## src/rtl/data_mem_arbiter.sv

```systemverilog
// Round-robin req/ack arbiter sharing one single-port data memory between two requesters.
// One access per three cycles (IDLE -> ACCESS -> DONE); read data is returned registered.
module data_mem_arbiter #(
  parameter int DATA_W = 32,
  parameter int ADDR_W = 32
) (
  input  logic              clk,
  input  logic              rst_n,
  input  logic              p0_req,
  input  logic              p0_we,
  input  logic [ADDR_W-1:0] p0_addr,
  input  logic [DATA_W-1:0] p0_wdata,
  output logic              p0_ack,
  output logic [DATA_W-1:0] p0_rdata,
  input  logic              p1_req,
  input  logic              p1_we,
  input  logic [ADDR_W-1:0] p1_addr,
  input  logic [DATA_W-1:0] p1_wdata,
  output logic              p1_ack,
  output logic [DATA_W-1:0] p1_rdata,
  output logic [ADDR_W-1:0] mem_addr,
  output logic [DATA_W-1:0] mem_wdata,
  output logic              mem_wena,
  input  logic [DATA_W-1:0] mem_rdata,
  output logic              busy
);

  typedef enum logic [1:0] {
    IDLE   = 2'd0,
    ACCESS = 2'd1,
    DONE   = 2'd2
  } state_t;

  state_t            state_q, state_d;
  logic              last_q, last_d;
  logic              gnt_q, gnt_d;
  logic              we_q, we_d;
  logic [ADDR_W-1:0] addr_q, addr_d;
  logic [DATA_W-1:0] wdata_q, wdata_d;
  logic [DATA_W-1:0] rdata0_q, rdata0_d;
  logic [DATA_W-1:0] rdata1_q, rdata1_d;
  logic              ack0_q, ack0_d;
  logic              ack1_q, ack1_d;
  logic              pick_s;

  // Next-state, grant selection and registered-output updates
  always_comb begin
    state_d  = state_q;
    last_d   = last_q;
    gnt_d    = gnt_q;
    we_d     = we_q;
    addr_d   = addr_q;
    wdata_d  = wdata_q;
    rdata0_d = rdata0_q;
    rdata1_d = rdata1_q;
    ack0_d   = 1'b0;
    ack1_d   = 1'b0;
    pick_s   = 1'b0;
    case (state_q)
      IDLE: begin
        if (p0_req || p1_req) begin
          // On a tie the port that was not granted last wins; a lone requester always wins.
          if (p0_req && p1_req) begin
            pick_s = ~last_q;
          end else begin
            pick_s = p1_req;
          end
          gnt_d   = pick_s;
          last_d  = pick_s;
          we_d    = pick_s ? p1_we    : p0_we;
          addr_d  = pick_s ? p1_addr  : p0_addr;
          wdata_d = pick_s ? p1_wdata : p0_wdata;
          state_d = ACCESS;
        end else begin
          state_d = IDLE;
        end
      end
      ACCESS: begin
        rdata0_d = (!we_q && !gnt_q) ? mem_rdata : rdata0_q;
        rdata1_d = (!we_q &&  gnt_q) ? mem_rdata : rdata1_q;
        ack0_d   = ~gnt_q;
        ack1_d   = gnt_q;
        state_d  = DONE;
      end
      DONE: begin
        state_d = IDLE;
      end
      default: begin
        state_d = IDLE;
      end
    endcase
  end

  // State and datapath registers
  always_ff @(posedge clk or negedge rst_n) begin
    if (!rst_n) begin
      state_q  <= IDLE;
      last_q   <= 1'b1;
      gnt_q    <= 1'b0;
      we_q     <= 1'b0;
      addr_q   <= '0;
      wdata_q  <= '0;
      rdata0_q <= '0;
      rdata1_q <= '0;
      ack0_q   <= 1'b0;
      ack1_q   <= 1'b0;
    end else begin
      state_q  <= state_d;
      last_q   <= last_d;
      gnt_q    <= gnt_d;
      we_q     <= we_d;
      addr_q   <= addr_d;
      wdata_q  <= wdata_d;
      rdata0_q <= rdata0_d;
      rdata1_q <= rdata1_d;
      ack0_q   <= ack0_d;
      ack1_q   <= ack1_d;
    end
  end

  assign mem_addr  = addr_q;
  assign mem_wdata = wdata_q;
  assign mem_wena  = (state_q == ACCESS) && we_q;
  assign busy      = (state_q == ACCESS) || (state_q == DONE);
  assign p0_ack    = ack0_q;
  assign p1_ack    = ack1_q;
  assign p0_rdata  = rdata0_q;
  assign p1_rdata  = rdata1_q;

endmodule

```

## config.mk

```make
export PLATFORM = sky130hd
export DESIGN_NAME = data_mem_arbiter
export DESIGN_NICKNAME = d
export VERILOG_FILES = /design/src/rtl/data_mem_arbiter.sv
export SDC_FILE = /design/constraint.sdc
export NUM_CORES = 1
export LEC_CHECK = 0
export ABC_AREA = 1
export BUFFER_PORTS_ARGS = -buffer_cell sky130_fd_sc_hd__buf_2
export CORE_UTILIZATION = 42
export CTS_CLUSTER_SIZE = 30
export DETAILED_ROUTE_END_ITERATION = 10
export PLACE_DENSITY = 0.76
export SYNTH_ARGS = -nofsm -noshare
export SYNTH_HDL_FRONTEND = slang
export SYNTH_SLANG_ARGS = --single-unit
export TNS_END_PERCENT = 50
```

## constraint.sdc

```tcl
create_clock -name clk -period 1.4 [get_ports clk]
set_input_delay 0.14 -clock clk [delete_from_list [all_inputs] [get_ports clk]]
set_output_delay 0.14 -clock clk [all_outputs]
set_load 0.03 [all_outputs]
```

* Yosys cells after proc, flatten, opt, wreduce, memory -nomap -nowiden *
Index checks and enable logic that the tools add are counted.

word-level totals
  bits in registers = 135
  output and inout bits = 132
  logic and storage cells = 36
  input bits = 166

cells by class
  bitwise operators = 2
  reduce and logical (&&, ||, !) cells = 12
  muxes and demuxes = 10
  equality and inequality tests = 2

operators with widths
  cell                  count
  $mux W32              2
  $mux W1               7
  $reduce_and A2 Y1     3
  $logic_and A1 B1 Y1   4
  $pmux W2 S2           1
  $eq A2 B1 Y1 const B  1
  $eq A2 B2 Y1 const B  1
  $logic_not A1 Y1      2
  $logic_not A2 Y1      1
  $logic_or A1 B1 Y1    2
  $not A1 Y1            2

* Depth between registers and ports, before layout *
  depth after elaboration = 5
  mapped depth = 9
  depth with buffers taken out = 7

* Worst setup path before layout *
OpenSTA, ideal clock, no wires.

  kind = reg2reg
  start = register state_q[1]
  end = register rdata0_q[10], in the netlist p0_rdata[10]
  required time = 1270 ps
  clock period less this slack = 1367 ps
  setup time = 130 ps
  cell stages (with the launch flop) = 9
  path slack = 33 ps
  arrival time = 1237 ps
  path buffers = 1
  path through = dfrtp_1 -> inv_1 -> ha_1 -> inv_1 -> nor2_1 -> nand2_1 -> clkbuf_1 -> nand2_1 -> o21ai_0

on the way
  cells in the longest elaborated chain, start to end = 2

RTL lines
  element                             line  text
  start: declaration                  34    state_t state_q, state_d;
  start signal: assignment            108   state_q <= state_d;
  $eq A2 B1 Y1                        59    case (state_q)
  $reduce_and A2 Y1 (no source line)  -
  end signal: assignment              114   rdata0_q <= rdata0_d;
  end: declaration                    40    logic [DATA_W-1:0] rdata0_q, rdata0_d;

Every way passes these cells.
A chain may end at the register's enable or synchronous reset.

* Worst setup path after layout *
  start = register state_q[1]
  end = register rdata0_q[1], in the netlist p0_rdata[1]

The elaborated chain is that of the path after synthesis.

==> qor.yml <==
status: "finished with violations"
violations: "negative setup slack"
synth-edff-count: 0
synth.most_common_cell: "nand2_1"
grt_pass1_wl_mm: 29.8
period_needed_ns: 1.51
yosysWarningCount: 0
syn-num-nets: 991
fin_hold_ws_ns: 0.0124
final_cells: 1364
io_pins: 298
p_leak_nw: 5.77
syn_area_sq_um: 6280
fin_tns_setup_ns: -1.29
num_vias: 6629
synth_area_per_cell_sq_um: 7.64
cts_tree: "yes"
clock_latency_ns: 0.42
cts-root-buf: "clkbuf_16"
start_util: 0.432
grt_max_degree: 67
die-area_sq_um: 15400
wl_per_cell_um: 15.8
ys_seq_area_frac: 0.538
required_ns: 1.72
core_region_area_sq_um: 14500
rsz0062_at_grt: "yes"
rows: 44
clockBufferDepth: 2
slew_headroom: 0.735
setup_ws_ns: -0.105
crit_fanout: 16
max_cap_violations: 0
cts_max_level: 4
finClkSkew_ns: 0.00795
worstPathArrival_ns: 1.83
synth_top_area_cell: "dfrtp_1"
postSynthCellCount: 822
place_congestion: 0.830
setup_viol: 66
reg2reg_slack_ns: -0.11
ys_ff_latch: 135
antenna_found_initial: 1
dp_cells: 1278
ys_types: 13
hold_viol_final: 0
die_w_um: 124
numPortBuffers: 297
maxSlewViolCount: 0
cp-end-kind: "register"
drc: 0
synth_ff_type: "dfrtp_1"
max_freq_mhz: 664
place_ws_ns: -0.0523
nNetsFinal: 1334
viasPerCell: 4.86
drtIter0Drc: 529
worst_ir_drop_vdd_mv: 1.14
fin_crit_sh: 1.08
cts_buffers: 17
p_per_area_nw_per_um2: 2490
clock_sinks: 135
worst_slew_pin_slew_ns: 0.397
area_delta_synth_final_pct: 55.7
drive_gt1_frac: 0.396
wl_mm: 21.5
crit_path_start_kind: "register"
design_area_sq_um: 9780
drtPass1Iterations: 5
grtUsageTotal: 0.243
synth_top_cell_area_share: 0.534
critical_path_class: "register to register"
clk_pin_slew_ns: 0.06
gr-total-overflow: 0
hp-class: "input pin to register"
ant_nets: 0
placed_cell_area_sq_um: 8100
synthTopCellsByArea: "dfrtp_1 53%, nand2_1 16%, nand3_1 11%"
grt_pass1_vias: 6190
async_flop_share: 1.00
synthTopCellsByCount: "268 x nand2_1, 169 x inv_1, 134 x dfrtp_1"
die_height_um: 124
place_hpwl_mm: 12.6
power by group:
group | switching, mW | internal [mW]
combinational | 8.61 | 4.35
sequential | 1.24 | 5.90
clock | 1.77 | 2.50
final timing paths:
kind,start,end,depth (start not counted)
max,state_q[1],p0_rdata[1],7
min,p0_wdata[13],mem_wdata[13],5
max reg2reg,state_q[1],p0_rdata[1],7
min reg2reg,mem_wdata[23],mem_wdata[23],2
max in group asynchronous,rst_n,p0_rdata[0],3
min in group asynchronous,rst_n,mem_addr[11],2
area by class of cell:
type / instances / area [sq um]
Antenna cell: 2 / 5.00
Clock buffer: 19 / 443
Clock inverter: 13 / 121
Fill cell: 1190 / 4760
Inverter: 170 / 646
Multi-Input combinational cell: 470 / 2490
Sequential cell: 135 / 3380
Tap cell: 184 / 230
Timing Repair Buffer: 371 / 2460
layout by cell type, fill, tap and decap left out, drive strengths merged:
master	synthesis	final
buf	29	332
bufinv	0	1
clkbuf	18	27
clkinv	0	7
clkinvlp	0	2
dfrtp	134	134
dfstp	1	1
diode	0	2
dlygate4sd3	0	31
ha	3	3
inv	170	173
nand2	268	268
nand3	132	132
nor2	3	3
o21ai	64	64
state kept, by name, indices dropped and copies added (netlist names):
register,count
mem_addr,32
mem_wdata,32
p0_rdata,32
p1_rdata,32
state_q,2
gnt_q,1
last_q,1
p0_ack,1
p1_ack,1
we_q,1
metrics by stage:
| stage | power (mW) | utilization |
|---|---|---|
| floorplan | 14.0 | - |
| detailed placement | 17.7 | 0.557 |
| global placement | 17.4 | 0.557 |
| global route | 25.6 | 0.672 |
| CTS | 22.1 | 0.619 |
| finish | 24.4 | 0.673 |
kinds of logic (layout without fill, tap and decap cells):
family,after synthesis,count (layout),share of synthesized area
adders and majority gates,3,3,0.00598
and+or+nand+nor,403,403,0.268
AOI/OAI and AO/OA,64,64,0.0510
buffers and inverters,217,573,0.137
other,0,2,0
DFF,135,135,0.538
critical path: stages, from the launching register on:
cell and delay, ns:
dfrtp_1 0.39, inv_4 0.10, ha_4 0.17, inv_4 0.04, nor2_4 0.16, nand2_8 0.11
buf_6 0.20, o21ai_0 0.22
layer usage:
metal | track usage | wire length, um
met1 | 0.294 | 8670
met2 | 0.408 | 10700
met3 | 0.0537 | 1290
met4 | 0.122 | 792
met5 | 0 | 0
timing repair:
action	4_1_cts	5_1_grt
pin swaps	1	52
hold endpoints to repair	156	1
endpoints found under the setup margin	58	125
gates cloned	0	15
hold buffers	30	1
resized for setup	10	139
buffers inserted	0	6
(Power assumes the default switching activity.)
